--- src/rtl/audio_mix_sched.sv ---
// Purpose : schedules codec init, then fetches/mixes one music (+ optional effect) sample per data_over edge.
// Latency : data_over edge to LDATA/RDATA is 3 cycles plus source ack waits (4 with an effect fetch).
// Backpres: sources are request/ack level handshakes with a TIMEOUT fallback; one event may queue while busy, further ones count as underruns.
//
// Ports:
//   CLK, RESET                 clock, synchronous active-high reset
//   INIT / INIT_FINISH         codec init request / completion level
//   data_over                  codec consumed the current sample (rising edge = event)
//   LDATA, RDATA               registered signed mix result
//   mus_req/mus_ack/mus_data   music sample handshake
//   sfx_active/sfx_req/sfx_ack/sfx_data  effect sample handshake
//   running                    init complete, serving samples
//   underrun_cnt               saturating count of fetch timeouts and lost events
//
// Build option: define SFX_MIX_EN to fetch and mix effect samples; without it only music is passed through.

module audio_mix_sched #(
  parameter int TIMEOUT   = 64,
  parameter int SFX_SHIFT = 1
) (
  input  logic        CLK,
  input  logic        RESET,
  output logic        INIT,
  input  logic        INIT_FINISH,
  input  logic        data_over,
  output logic [15:0] LDATA,
  output logic [15:0] RDATA,
  output logic        mus_req,
  input  logic        mus_ack,
  input  logic [15:0] mus_data,
  input  logic        sfx_active,
  output logic        sfx_req,
  input  logic        sfx_ack,
  input  logic [15:0] sfx_data,
  output logic        running,
  output logic [7:0]  underrun_cnt
);

  typedef enum logic [2:0] {
    INIT_WAIT = 3'd0,
    IDLE      = 3'd1,
    FETCH_MUS = 3'd2,
    FETCH_SFX = 3'd3,
    MIX       = 3'd4
  } state_t;

  localparam logic [7:0] TO_LAST = 8'(TIMEOUT - 1);

  state_t             state, state_n;
  logic               data_over_q;
  logic               pending, pending_n;
  logic [7:0]         wait_cnt, wait_cnt_n;
  logic signed [15:0] mus_q, mus_n;
  logic signed [15:0] mix_out;
  logic               evt;
  logic               timeout_hit;
  logic               tmo;
  logic               lost_evt;

  assign evt         = data_over & ~data_over_q;
  assign timeout_hit = (wait_cnt == TO_LAST);

`ifdef SFX_MIX_EN
  logic signed [15:0] sfx_q, sfx_n;
  logic signed [15:0] sfx_sh;
  logic signed [16:0] mix_sum;

  assign sfx_sh  = sfx_q >>> SFX_SHIFT;
  assign mix_sum = {mus_q[15], mus_q} + {sfx_sh[15], sfx_sh};
  // Overflow of the 17-bit sum shows up as the top two bits disagreeing.
  assign mix_out = (mix_sum[16] != mix_sum[15]) ? (mix_sum[16] ? 16'sh8000 : 16'sh7FFF)
                                                : mix_sum[15:0];
`else
  logic unused_sfx;
  localparam int unused_sfx_shift = SFX_SHIFT;

  assign unused_sfx = ^{sfx_active, sfx_ack, sfx_data};
  assign mix_out    = mus_q;
`endif

  always_comb begin
    state_n    = state;
    pending_n  = pending;
    wait_cnt_n = 8'd0;
    mus_n      = mus_q;
`ifdef SFX_MIX_EN
    sfx_n      = sfx_q;
`endif
    tmo        = 1'b0;
    lost_evt   = 1'b0;
    INIT       = 1'b0;
    running    = 1'b1;
    mus_req    = 1'b0;
    sfx_req    = 1'b0;

    // Events arriving while a sample is in flight queue one deep; the rest are lost.
    if ((state == FETCH_MUS || state == FETCH_SFX || state == MIX) && evt) begin
      if (pending) lost_evt  = 1'b1;
      else         pending_n = 1'b1;
    end

    case (state)
      INIT_WAIT: begin
        INIT    = 1'b1;
        running = 1'b0;
        if (INIT_FINISH) state_n = IDLE;
      end
      IDLE: begin
        if (evt || pending) begin
          state_n   = FETCH_MUS;
          // A queued event is served first; a fresh edge in the same cycle takes its slot.
          pending_n = evt & pending;
        end
      end
      FETCH_MUS: begin
        mus_req = 1'b1;
        if (mus_ack || timeout_hit) begin
          mus_n = mus_ack ? mus_data : 16'sd0;
          tmo   = ~mus_ack;
`ifdef SFX_MIX_EN
          if (sfx_active) begin
            state_n = FETCH_SFX;
          end else begin
            state_n = MIX;
            sfx_n   = 16'sd0;
          end
`else
          state_n = MIX;
`endif
        end
      end
      FETCH_SFX: begin
`ifdef SFX_MIX_EN
        sfx_req = 1'b1;
        if (sfx_ack || timeout_hit) begin
          sfx_n   = sfx_ack ? sfx_data : 16'sd0;
          tmo     = ~sfx_ack;
          state_n = MIX;
        end
`else
        state_n = MIX;
`endif
      end
      MIX: begin
        state_n = IDLE;
      end
      default: begin
        state_n = INIT_WAIT;
      end
    endcase

    // The wait counter restarts from zero on every entry to a fetch state.
    if ((state == FETCH_MUS || state == FETCH_SFX) && state_n == state)
      wait_cnt_n = wait_cnt + 8'd1;
  end

  always_ff @(posedge CLK) begin
    if (RESET) begin
      state        <= INIT_WAIT;
      data_over_q  <= 1'b0;
      pending      <= 1'b0;
      wait_cnt     <= 8'd0;
      mus_q        <= 16'sd0;
`ifdef SFX_MIX_EN
      sfx_q        <= 16'sd0;
`endif
      LDATA        <= 16'd0;
      RDATA        <= 16'd0;
      underrun_cnt <= 8'd0;
    end else begin
      state       <= state_n;
      data_over_q <= data_over;
      pending     <= pending_n;
      wait_cnt    <= wait_cnt_n;
      mus_q       <= mus_n;
`ifdef SFX_MIX_EN
      sfx_q       <= sfx_n;
`endif
      if (state == MIX) begin
        LDATA <= mix_out;
        RDATA <= mix_out;
      end
      // Simultaneous timeout and lost event count once.
      if ((tmo || lost_evt) && underrun_cnt != 8'hFF)
        underrun_cnt <= underrun_cnt + 8'd1;
    end
  end

endmodule

--- config.mk ---
export PLATFORM = sky130hd
export DESIGN_NAME = audio_mix_sched
export DESIGN_NICKNAME = d
export VERILOG_FILES = /design/src/rtl/audio_mix_sched.sv
export SDC_FILE = /design/constraint.sdc
export NUM_CORES = 1
export LEC_CHECK = 0
export ABC_AREA = 1
export BUFFER_PORTS_ARGS = -buffer_cell sky130_fd_sc_hd__buf_2
export CAP_MARGIN = 30
export CORE_MARGIN = 2
export CORE_UTILIZATION = 35
export CTS_BUF_LIST = sky130_fd_sc_hd__clkbuf_8
export CTS_CLUSTER_SIZE = 8
export DETAILED_ROUTE_END_ITERATION = 10
export GPL_TIMING_DRIVEN = 0
export PLACE_DENSITY = 0.62
export SLEW_MARGIN = 0
export SYNTH_ARGS = -nofsm -noshare
export SYNTH_HDL_FRONTEND = slang
export SYNTH_SLANG_ARGS = --single-unit
--- constraint.sdc ---
create_clock -name CLK -period 1.6 [get_ports CLK]
set_clock_uncertainty 0.15 [all_clocks]
set_input_delay 0.08 -clock CLK [delete_from_list [all_inputs] [get_ports CLK]]
set_output_delay 0.08 -clock CLK [all_outputs]
set_load 0.03 [all_outputs]
==> summary.md, run 1 <==
The layout overhead on the synthesized area works out to 35.3%. The worst-path maximum fanout is 8, and the number of flip-flops and latches in the synthesized netlist is 53. After detailed routing, the number of vias per cell comes to 4.52.

For the via count of the first global-routing pass, the log shows 1966. Synthesis handed over a netlist of 301 instances. Global routing used 14.2% of the available tracks across all layers. The total count of hold-check failures in the final report was 0; the final weighted congestion in routability-driven placement was 0.834. The static leakage power came out at 1.41 nW.

Among cell families on the critical path, the largest total delay comes from simple AND/OR/NAND/NOR gates. The worst path in the final design needs a cycle of 1.53 ns, including I/O delays and setup. Type of the most critical hold path: in -> reg. The largest single stage delay on the critical path is 0.37 ns. The H-tree generated during clock tree synthesis spans 2 levels. Entering global routing, the biggest net connects 18 pins. Setup violations remaining at the end of the flow were counted as 0. Final global-route overflow total: 0. For this configuration, the core starts out at a cell density of 36.5%. Measured on the finished design, the core utilization comes to 49.3%.

The cell sitting at the root of the clock tree is a sky130_fd_sc_hd__clkbuf_8. The dominant synthesized flop cell is sky130_fd_sc_hd__dfxtp_1. The number of violations reported at the end of detailed-routing iteration 0 came out at 93. The startpoint identified for the worst register-to-register timing path is wait_cnt[0].

The design draws 0.00251 W. The tools report the start point of the worst hold path as RESET. TritonCTS created 5 clock buffers.

For the worst setup path, the data arrival time is 1.55 ns. Half-perimeter wire length after detailed placement: 3.57 mm. The number of pins with negative max-slew slack in the final report is 0. For the number of distinct library cells after synthesis, the log shows 29. The die is 85.8 µm tall. The required time at the endpoint of the critical path is 1.63 ns, and the total detailed-routing wirelength is 5.29 mm.

The core box area is 6420 µm², and the clock sink count is 53. The post-route netlist has 35.5% of its cells at a drive strength greater than 1. The final route contains 2127 vias. The clock passes through at most 2 buffers.

The master of the slowest instance on the critical path is sky130_fd_sc_hd__dfxtp_2. The signal on the critical path passes through ha_4, nand3_4, nor2_2, nand2_2, nand2_4, nand2_8, nand2_2, a21oi_2. The synthesized design contains 0 enable-type register cells. The checks that failed: DRC. The die covers 7360 µm². TritonCTS built the clock tree. Input and output buffers added on the ports amount to 63. The die is 85.8 µm wide. After layout, the worst path uses 95.4% of the clock period. The worst setup path is captured at a flop. The number of design rule violations left after detail routing was 7. Number of antenna violations at the first check in global routing: 0.

The run gives 0 ns as the sum of negative setup slack. The routed length per instance was 11.2 µm. The clock-pin slew on the worst setup and hold paths was 0.10 ns; the ratio of total power to cell area was 791 nW/µm². The run finished, with violations left. The worst-case IR drop observed on VDD is 0.369 mV. In the layout the commonest cells are sky130_fd_sc_hd__buf_2 (65), sky130_fd_sc_hd__nor2_1 (53), sky130_fd_sc_hd__dfxtp_1 (48), sky130_fd_sc_hd__nand2_1 (48). The logs give 434 for the number of nets in the finished design and 8.56 mm for the first-pass GRT wire length. The top-level port count was 83; the share of flip-flops with an asynchronous set or reset after synthesis was 0%.

The most common cell after layout, fill and taps aside was sky130_fd_sc_hd__buf_2. Timing would allow up to 655 MHz. The setup path with the least slack is of type reg -> reg.

Dividing the synthesized area by the synthesized cell count gives 7.78 µm². Counting stages on the worst path, the most repeated cell is sky130_fd_sc_hd__nand2_2. The number of nets with antenna violations after routing was 0. The tools report the type of element launching the critical path as a flop. The pre-antenna-repair detailed-routing pass consisted of 9 iterations. The tools report the placement row count as 29. The clock reaches the later pin of the worst-skew pair after 0.30 ns. Across the run, the number of max-cap violations was 0. Together, buffers and inverters on the worst path number 0. The net count after synthesis was 342; the antenna diode count was 0. Summing the sequential cell areas from Yosys gives 45.3% of the chip area. For this run, the number of Yosys warnings is 0.

The most critical setup path has its startpoint at wait_cnt[0]. After synthesis the cells add up to 2340 µm².
[synthesized netlist by cell type, types with 2 or more instances]
| library cell | number | share of area [%] |
|---|---|---|
| sky130_fd_sc_hd__nor2_1 | 54 | 8.7 |
| sky130_fd_sc_hd__dfxtp_1 | 53 | 45 |
| sky130_fd_sc_hd__nand2_1 | 50 | 8.0 |
| sky130_fd_sc_hd__o21ai_0 | 20 | 4.3 |
| sky130_fd_sc_hd__a21oi_1 | 18 | 3.8 |
| sky130_fd_sc_hd__buf_4 | 18 | 5.8 |
| sky130_fd_sc_hd__inv_1 | 17 | 2.7 |
| sky130_fd_sc_hd__nand2_2 | 13 | 3.5 |
| sky130_fd_sc_hd__nand3_1 | 13 | 2.8 |
| sky130_fd_sc_hd__a21oi_2 | 8 | 3.0 |
| sky130_fd_sc_hd__xor2_1 | 7 | 2.6 |
| sky130_fd_sc_hd__clkbuf_1 | 4 | 0.64 |
| sky130_fd_sc_hd__inv_2 | 3 | 0.48 |
| sky130_fd_sc_hd__buf_2 | 2 | 0.43 |
| sky130_fd_sc_hd__ha_1 | 2 | 1.1 |
| sky130_fd_sc_hd__nand2_4 | 2 | 0.96 |
| sky130_fd_sc_hd__nand3b_1 | 2 | 0.64 |
| sky130_fd_sc_hd__nor2_2 | 2 | 0.53 |
| sky130_fd_sc_hd__nor2_4 | 2 | 0.96 |
| sky130_fd_sc_hd__nor3_1 | 2 | 0.43 |
[flip-flops by register name (all words and copies together) (netlist names)]
signal        count
RDATA            16
data_over_q       1
mix_out          16
pending           1
state             3
underrun_cnt      8
wait_cnt          8
[area by class of cell]
cell class / count / area, µm²
buffer: 25 / 171
clock buffer: 5 / 68.8
clock inverter: 3 / 43.8
fill: 622 / 3250
inverter: 21 / 78.8
multi-input combinational: 204 / 1130
sequential: 53 / 1070
tap: 77 / 96.3
timing repair buffer: 83 / 510
[worst register-to-register path: cells and delay by family (launching register included)]
| family | cells | cell delay (ns) |
|---|---|---|
| compound gates | 1 | 0.04 |
| simple gates | 6 | 0.67 |
| fa+ha+maj | 1 | 0.16 |
| flops | 1 | 0.37 |
[power breakdown]
part           internal [W]  switching [W]  total [W]  leakage (nW)
Clock              0.000470       0.000453   0.000923        0.0585
Sequential          0.00133      0.0000151    0.00135         0.431
Combinational      0.000100       0.000135   0.000235         0.924
Total               0.00190       0.000604    0.00251          1.41
[repair_timing]
item                                    4_1_cts  5_1_grt
hold endpoints to repair                     19        0
gates resized for setup                       6       13
gates cloned                                  0        2
pin swaps                                     1        3
endpoints found under the setup margin       26       25
setup buffers                                 0        2
hold buffers                                 18        0
[cell families (layout without fill, tap and decap cells)]
family | Yosys count | after routing | synth area share [%]
compound gates | 48 | 48 | 11.8
xor+xnor | 8 | 8 | 2.99
fa+ha+maj | 2 | 2 | 1.07
buf+inv | 46 | 137 | 10.7
flops | 53 | 53 | 45.3
other cells | 1 | 1 | 0.160
simple gates | 143 | 145 | 28.0
[routing by layer]
metal	share of wire [%]	GRT usage, %	vias to the layer above
li1	-	-	1127
met1	46	17.4	945
met2	49	25.9	53
met3	4.4	2.79	2
met4	0.28	2.60	0
met5	0	0	-
[stage by stage]
stage	hold WS [ns]	instances	cell area, µm²	worst slack (ns)
global placement	0.174	441	2760	-0.0548
CTS	0.0374	467	3080	-0.00460
global route	0.0545	471	3170	-0.0149
detailed placement	0.179	441	2760	-0.0825
floorplan	0.0370	301	2340	0.00704
finish	0.0366	471	3170	0.0730
[path summary, 6_finish.rpt]
check	to	slack, ns	depth (start not counted)
max	underrun_cnt[7]	0.07	8
min	RDATA[14]	0.04	4
max reg2reg	underrun_cnt[7]	0.07	8
min reg2reg	wait_cnt[0]	0.30	1
Note: power is estimated with default switching activity, not from simulation.
==> inputs of run 2 (changes only) <==
--- a/config.mk
+++ b/config.mk
@@ -9,12 +9,12 @@
 export BUFFER_PORTS_ARGS = -buffer_cell sky130_fd_sc_hd__buf_2
 export CAP_MARGIN = 30
 export CORE_MARGIN = 2
-export CORE_UTILIZATION = 35
+export CORE_UTILIZATION = 45
 export CTS_BUF_LIST = sky130_fd_sc_hd__clkbuf_8
 export CTS_CLUSTER_SIZE = 8
 export DETAILED_ROUTE_END_ITERATION = 10
 export GPL_TIMING_DRIVEN = 0
-export PLACE_DENSITY = 0.62
+export PLACE_DENSITY = 0.76
 export SLEW_MARGIN = 0
 export SYNTH_ARGS = -nofsm -noshare
 export SYNTH_HDL_FRONTEND = slang
==> run 2 against run 1 <==
  * Die area decreased by 21%
  * Clock-buffer cell count unchanged
  * Final cell count decreased by 0.42%
  * Hold slack got worse by 0.010 ns
  * Non-clock buffer count increased by 5
  * Maximum frequency decreased by 1.2%
  * First-iteration DRC count increased by 39%
  * The flow now finishes without violations
  * Clock power decreased by 20%
  * Critical path type unchanged
  * Cell area about the same
  * Power decreased by 7.3%
==> summary.md, run 2 (synthesis results as in run 1) <==
The run finished with clean final reports. The length in cells of the worst reg-to-reg path was 7 (-1); the total count of hold-check failures in the final report was 0 (unchanged). For the total global-route track usage, the log shows 17.0% (+2.8 points). The type of the most critical hold path is in -> reg. The run gives 0.0537 ns (-0.0193 ns) as the worst path setup slack after routing. The launching point of the worst reg2reg path was underrun_cnt[1]. The core box area was 5070 µm² (-21%). Overall die area: 5800 µm² (-21%). The static leakage power was 1.42 nW (+0.64%); the count of cells along the worst hold path was 4 (unchanged). The routed length per instance was 10.5 µm (-6.1%); the top-level port count was 83 (unchanged). The worst setup path is captured at a flop. The post-route total power came out at 0.00232 W (-7.3%).

The logs give 26 (-10%) for the placement row count and 0.440 mV (+19%) for the peak supply drop. The total area of sequential cells was 1070 µm² (-0.23%). The share of the clock period used by the worst path after layout works out to 96.6% (+1.2 points). Type of element launching the critical path: a flop. Maximum single-stage delay on the critical path: 0.38 ns (about the same). The run gives 0 (unchanged) as the number of nets with antenna violations after routing. First-pass GRT wire length: 8.11 mm (-5.2%). For the sum of negative setup slack, the log shows 0 ns (unchanged).

The start point of the worst hold path was RESET. The CTS H-tree depth is 2 (unchanged), and the post-place setup slack is -0.0641 ns (+0.0184 ns). The tools report the via count of the first global-routing pass as 1895 (-3.6%). The required time at the endpoint of the critical path is 1.64 ns (about the same).

The fraction of final layout cells sized beyond drive strength 1 came out at 36.1% (+0.56 points). Number of pins with negative max-slew slack in the final report: 0 (unchanged). The count of input and output buffers was 63 (unchanged).

The upper clock frequency limit was 647 MHz (-1.2%). The arrival time reported for the critical path endpoint is 1.59 ns (+0.04 ns). The slowest stage of the critical path belongs to the cell sky130_fd_sc_hd__dfxtp_4.

The tools report the number of violations reported at the end of detailed-routing iteration 0 as 129 (+39%). For the final number of setup-violating endpoints, the log shows 0 (unchanged). The endpoint of the worst register-to-register path was underrun_cnt[3]. The clock-pin slew on the worst setup and hold paths works out to 0.10 ns (about the same). CTS placed an instance of sky130_fd_sc_hd__clkbuf_8 at the clock tree root. The run gives 4.94 mm (-6.5%) as the total detailed-routing wirelength.

The tools report the number of nets in the finished design as 439 (+1.2%). The tools report the number of vias after detailed routing as 2135 (+0.38%). The ratio of total power to cell area works out to 734 nW/µm² (-7.2%).

Setup repair after global routing could not meet its margin everywhere. For the pin count of the biggest net entering global routing, the log shows 17 (-1). For hold timing, the worst endpoint is RDATA[15]. The run gives 0.05 ns (-0.02 ns) as the internal reg-to-reg setup slack. The insertion delay of the later-clocked pin in the worst-skew pair was 0.31 ns (about the same); the final global-route overflow total was 0 (unchanged). In the layout the commonest cells are sky130_fd_sc_hd__buf_2 (65), sky130_fd_sc_hd__nor2_1 (52), sky130_fd_sc_hd__dfxtp_1 (50). The die span in x is 76.1 µm (-11%). The logs give 3.43 mm (-4.0%) for the half-perimeter wire length after detailed placement and 0 (-7) for the number of design rule violations left after detail routing. The worst-path maximum fanout works out to 4 (-4). TritonCTS built the clock tree. The multi-input logic area is 1110 µm² (-1.6%). The final weighted congestion in routability-driven placement was 0.856 (+2.6%); the starting density of the core was 46.2% (+9.7 points). Reported max-cap violation count: 0 (unchanged). The signal on the critical path passes through ha_2, nand2_2, nor2_4, buf_4, nand4_2, nand3_1, a21oi_2. The library cell used most frequently in the layout, excluding fill and tap cells, is sky130_fd_sc_hd__buf_2.

The critical path is of the reg -> reg type. The detailed-routing iteration count for the pre-antenna-repair pass was 4 (-5). The clock sink count was 53 (unchanged). The average vias per placed instance was 4.55 (+0.80%). The final critical path time including I/O delays and setup works out to 1.55 ns (+0.0193 ns). The logs give 456 (-27%) for the number of fill cells in the layout and 2 (unchanged) for the maximum count of clock buffers along a single path. The number of buffers created by CTS was 5 (unchanged); the antenna diode count was 0 (unchanged).

The layout overhead on the synthesized area came out at 35.1% (about the same). The overall die height was 76.1 µm (-11%); the number of antenna violations at the first check in global routing was 0 (unchanged).
run 2: worst max path at each step:
stage	start	endpoint	slack (ns)	cells past startpoint
5_1_grt	underrun_cnt[1]	underrun_cnt[4]	-0.02	7
4_1_cts	underrun_cnt[0]	underrun_cnt[4]	0.0006	7
3_3_place_gp	wait_cnt[0]	mix_out[10]	-0.02	7
2_1_floorplan	underrun_cnt[0]	underrun_cnt[6]	0.007	7
6_report	underrun_cnt[1]	underrun_cnt[3]	0.05	7
3_5_place_dp	wait_cnt[0]	mix_out[6]	-0.06	7
run 2: layout make-up:
class | count | area share (%)
Multi-Input combinational cell | 204 | 35.0
Sequential cell | 53 | 33.8
Timing Repair Buffer | 88 | 17.7
Buffer | 25 | 5.45
Tap cell | 70 | 2.77
Inverter | 21 | 2.49
Clock buffer | 5 | 2.17
Clock inverter | 3 | 0.593
run 2: metal layers:
metal | GRT usage [%] | vias to the layer above | part of all wire [%]
met5 | 0 | - | 0
met4 | 4.36 | 0 | 0.73
met3 | 4.15 | 4 | 5.2
met2 | 30.4 | 63 | 49
met1 | 20.5 | 933 | 45
li1 | - | 1135 | -
run 2: what timing repair did:
action                                  in CTS  in global routing
hold buffers                                18                  0
buffers inserted                             3                  4
endpoints found under the hold margin       19                  0
gates resized for setup                      3                 14
pin swaps                                    3                  3
endpoints found under the setup margin      18                 36
cloned                                       1                  1
run 2: where the power goes:
part | leakage [nW] | total, W | switching [W] | internal [W]
sequential | 0.430 | 0.00135 | 0.0000132 | 0.00133
combinational | 0.951 | 0.000239 | 0.000136 | 0.000103
clock | 0.0416 | 0.000739 | 0.000436 | 0.000303
total | 1.42 | 0.00232 | 0.000585 | 0.00174
run 2: per-stage QoR:
| step | area (µm²) | util (%) | hold slack, ns | cells |
|---|---|---|---|---|
| floorplan | 2340 | - | 0.0370 | 301 |
| CTS | 3070 | 60.6 | 0.00441 | 464 |
| global route | 3170 | 62.4 | 0.0657 | 469 |
| detailed placement | 2750 | 54.1 | 0.179 | 434 |
| finish | 3170 | 62.4 | 0.0261 | 469 |
| global placement | 2750 | 54.1 | 0.171 | 434 |
run 2: critical path: cells and delay by family, from the launching register on:
family          cells  cell delay [ns]
compound gates      1             0.06
fa+ha+maj           1             0.19
buf+inv             1             0.13
flops               1             0.38
simple gates        4             0.52
==> inputs of run 3 (changes only) <==
--- a/config.mk
+++ b/config.mk
@@ -6,15 +6,15 @@
 export NUM_CORES = 1
 export LEC_CHECK = 0
 export ABC_AREA = 1
-export BUFFER_PORTS_ARGS = -buffer_cell sky130_fd_sc_hd__buf_2
 export CAP_MARGIN = 30
 export CORE_MARGIN = 2
 export CORE_UTILIZATION = 45
-export CTS_BUF_LIST = sky130_fd_sc_hd__clkbuf_8
 export CTS_CLUSTER_SIZE = 8
 export DETAILED_ROUTE_END_ITERATION = 10
+export DONT_BUFFER_PORTS = 1
 export GPL_TIMING_DRIVEN = 0
-export PLACE_DENSITY = 0.76
+export PLACE_DENSITY = 0.62
+export REMOVE_ABC_BUFFERS = 1
 export SLEW_MARGIN = 0
 export SYNTH_ARGS = -nofsm -noshare
 export SYNTH_HDL_FRONTEND = slang
==> run 3 against run 2 <==
  * Sequential share of layout area rose by 6.2 points
  * Combinational power down 31%
  * Die area unchanged
  * Clock power grew 2%
  * Power fell by 1.2%
  * Cell area is 14% lower
  * Core utilization down 8.9 points
  * Sequential cell count is the same
  * Clock-buffer cell count is the same
  * Sequential power hardly changed
  * Critical path type unchanged
  * Largest cell class unchanged
==> summary.md, run 3 (synthesis results as in run 1) <==
The flow ran to the end, and the final reports show no timing, DRC or antenna violations. The final critical path time including I/O delays and setup is 1.52 ns (-0.0219 ns), and the count of input and output buffers is 0 (-100%). The number of nets with antenna violations after routing is 0 (unchanged), and the layout overhead on the synthesized area is 16.0%. The run gives 1677 (-12%) as the via count of the first global-routing pass. Worst-path maximum fanout: 4 (unchanged). The tools report the total net switching power as 0.000586 W (+0.13%). The tools report the share of power burned in combinational logic as 7.2% (-3.1 points). For the placed cell area, the log shows 2260 µm² (-18%).

The tools report the cell chosen for the clock root as sky130_fd_sc_hd__clkbuf_8. For the number of nets in the finished design, the log shows 348 (-21%). The top layer used by detailed routing was met4. The number of antenna violations at the first check in global routing is 0 (unchanged), and the internal cell power is 0.00171 W (-1.7%). The length in cells of the worst reg-to-reg path came out at 8 (+1). The post-place setup slack is -0.316 ns (-0.252 ns). The worst hold path belongs to the class in -> reg. The area of all placed cells without fillers is 2720 µm² (-14%), and the final weighted congestion in routability-driven placement is 0.783 (-8.5%).

The CTS H-tree depth is 2 (unchanged), and the required time at the endpoint of the critical path is 1.69 ns (+0.05 ns). The maximum single-stage delay on the critical path is 0.44 ns (+0.06 ns), and the reported max-cap violation count is 0 (unchanged). The worst setup path is launched from a flop. Overall die height: 76.1 µm (unchanged).

By startpoint and endpoint, the worst setup path is classified as reg -> reg. The clock-pin slew on the worst setup and hold paths was 0.09 ns (about the same); the transition time at the pin with the least slew margin was 0.624 ns. The count of cells along the worst hold path is 5 (+1), and the number of buffers created by CTS is 5 (unchanged). The final global-route overflow total is 0 (unchanged).

Switching power share of the total: 25.5% (+0.35 points). The routed length per instance came out at 12.4 µm (+18%). For the worst path setup slack after routing, the log shows 0.0756 ns (+0.0219 ns). The core box area came out at 5070 µm² (unchanged). Placement row count: 26 (unchanged). The total global-route track usage came out at 15.9% (-1.1 points).

The logs give 1.62 ns (+0.03 ns) for the arrival time reported for the critical path endpoint and 4.68 mm (-5.3%) for the total detailed-routing wirelength. The number of violations reported at the end of detailed-routing iteration 0 was 55 (-57%). The share of the clock period used by the worst path after layout was 95.3% (-1.4 points); the die span in x was 76.1 µm (unchanged). The logs give 7.57 mm (-6.6%) for the first-pass GRT wire length and 2.28 mm (-5.4%) for the met2 wire length. The logs give 4 (unchanged) for the detailed-routing iteration count for the pre-antenna-repair pass and 516 (+13%) for the number of fill cells in the layout. For the number of pins with negative max-slew slack in the final report, the log shows 0 (unchanged). The static leakage power is 0.992 nW (-30%), and the fraction of final layout cells sized beyond drive strength 1 is 22.7% (-13 points). For the starting density of the core, the log shows 46.2% (unchanged). For the sum of negative setup slack, the log shows 0 ns (unchanged).

The cell family contributing the most delay on the critical path is flip-flops. The post-route total power is 0.00230 W (-1.2%). For the sequential fraction of design power, the log shows 59.8% (+1.9 points). The insertion delay of the later-clocked pin in the worst-skew pair was 0.30 ns (about the same). STA classifies the critical path endpoint as a flop.

The maximum count of clock buffers along a single path came out at 2 (unchanged). The run gives 0 (unchanged) as the antenna diode count. Traced cell by cell, the critical path runs through ha_4, nand2_2, nor2_4, buf_4, nand3b_1, nand2_1, nand3_2, a21oi_2. The total count of hold-check failures in the final report came out at 0 (unchanged). The average vias per placed instance is 4.79 (+5.2%), and the final number of setup-violating endpoints is 0 (unchanged).

TritonCTS built the clock tree. The run gives 29 (+12) as the pin count of the biggest net entering global routing. Most common cell after layout, fill and taps aside: sky130_fd_sc_hd__nor2_1. The tools report the number of vias after detailed routing as 1810 (-15%). The clock network fraction of design power was 33.0% (+1.2 points); the top-level port count was 83 (unchanged). For the relative slew slack, the log shows 58.3%. In the layout the commonest cells are sky130_fd_sc_hd__nor2_1 (52), sky130_fd_sc_hd__nand2_1 (48), sky130_fd_sc_hd__dfxtp_1 (40).

The run gives 5800 µm² (unchanged) as the overall die area. On the critical path, the stage with the largest delay is an instance of sky130_fd_sc_hd__dfxtp_4. The ratio of total power to cell area came out at 845 nW/µm² (+15%). The final cell count without fillers is 378 (-19%), and the peak supply drop is 0.375 mV (-15%). The number of buffer and inverter stages on the critical path came out at 1 (unchanged). The met1 wire length is 2.12 mm (-5.4%). The upper clock frequency limit is 656 MHz (+1.4%).

The run gives 249 µm (-2.4%) as the met3 routed wirelength. The number of cells in the design after placement was 346 (-20%). The clock sink count is 53 (unchanged). The path length in cells of the critical path was 8 (+1); the number of design rule violations left after detail routing was 0 (unchanged).

Half-perimeter wire length after detailed placement: 2.90 mm (-16%).
run 3: path summary, 6_finish.rpt:
kind,slack [ns],endpoint,from
max reg2reg,0.08,underrun_cnt[6],underrun_cnt[1]
max,0.08,underrun_cnt[6],underrun_cnt[1]
min reg2reg,0.27,wait_cnt[0],wait_cnt[0]
min,0.01,underrun_cnt[1],mus_ack
run 3: layout make-up:
class	instances	area, µm²	share of cell area (%)
flip-flops and latches	53	1090	40.0
repair buffers	22	228	8.38
well taps	70	87.6	3.22
multi-input cells	204	1140	42.1
clock inverters	3	21.3	0.783
inverters	21	78.8	2.90
clock buffers	5	68.8	2.53
run 3: tightest hold or removal path, cell delays in order:
cell and delay, ns:
sky130_fd_sc_hd__nor2_2 0.02, sky130_fd_sc_hd__nand2_2 0.10, sky130_fd_sc_hd__nand2_2 0.11, sky130_fd_sc_hd__nand3_2 0.08, sky130_fd_sc_hd__a21oi_2 0.05
run 3: per-stage QoR:
step,hold slack (ns),utilization (%)
6_report,0.0107,53.5
5_1_grt,0.0168,53.5
4_1_cts,0.0372,52.1
3_5_place_dp,-0.00442,44.5
3_3_place_gp,-0.00389,44.5
2_1_floorplan,-0.00756,-
run 3: metal layers:
layer	up-vias	track usage (%)
li1	959	-
met1	805	19.0
met2	41	27.6
met3	5	5.45
met4	0	3.82
met5	-	0
run 3: what timing repair did:
item,4_1_cts,5_1_grt
buffers inserted,1,0
pin swaps,2,5
hold endpoints to repair,29,0
resized for setup,17,20
endpoints found under the setup margin,34,35
cloned,1,1
hold buffers,21,0
run 3: power groups by stage:
stage / Sequential (W) / Clock, W / Combinational [W]
floorplan: 0.00140 / 0 / 0.0000812
global placement: 0.00141 / 0 / 0.0000961
detailed placement: 0.00141 / 0 / 0.0000968
CTS: 0.00137 / 0.000790 / 0.000166
global route: 0.00138 / 0.000841 / 0.000183
finish: 0.00137 / 0.000757 / 0.000166
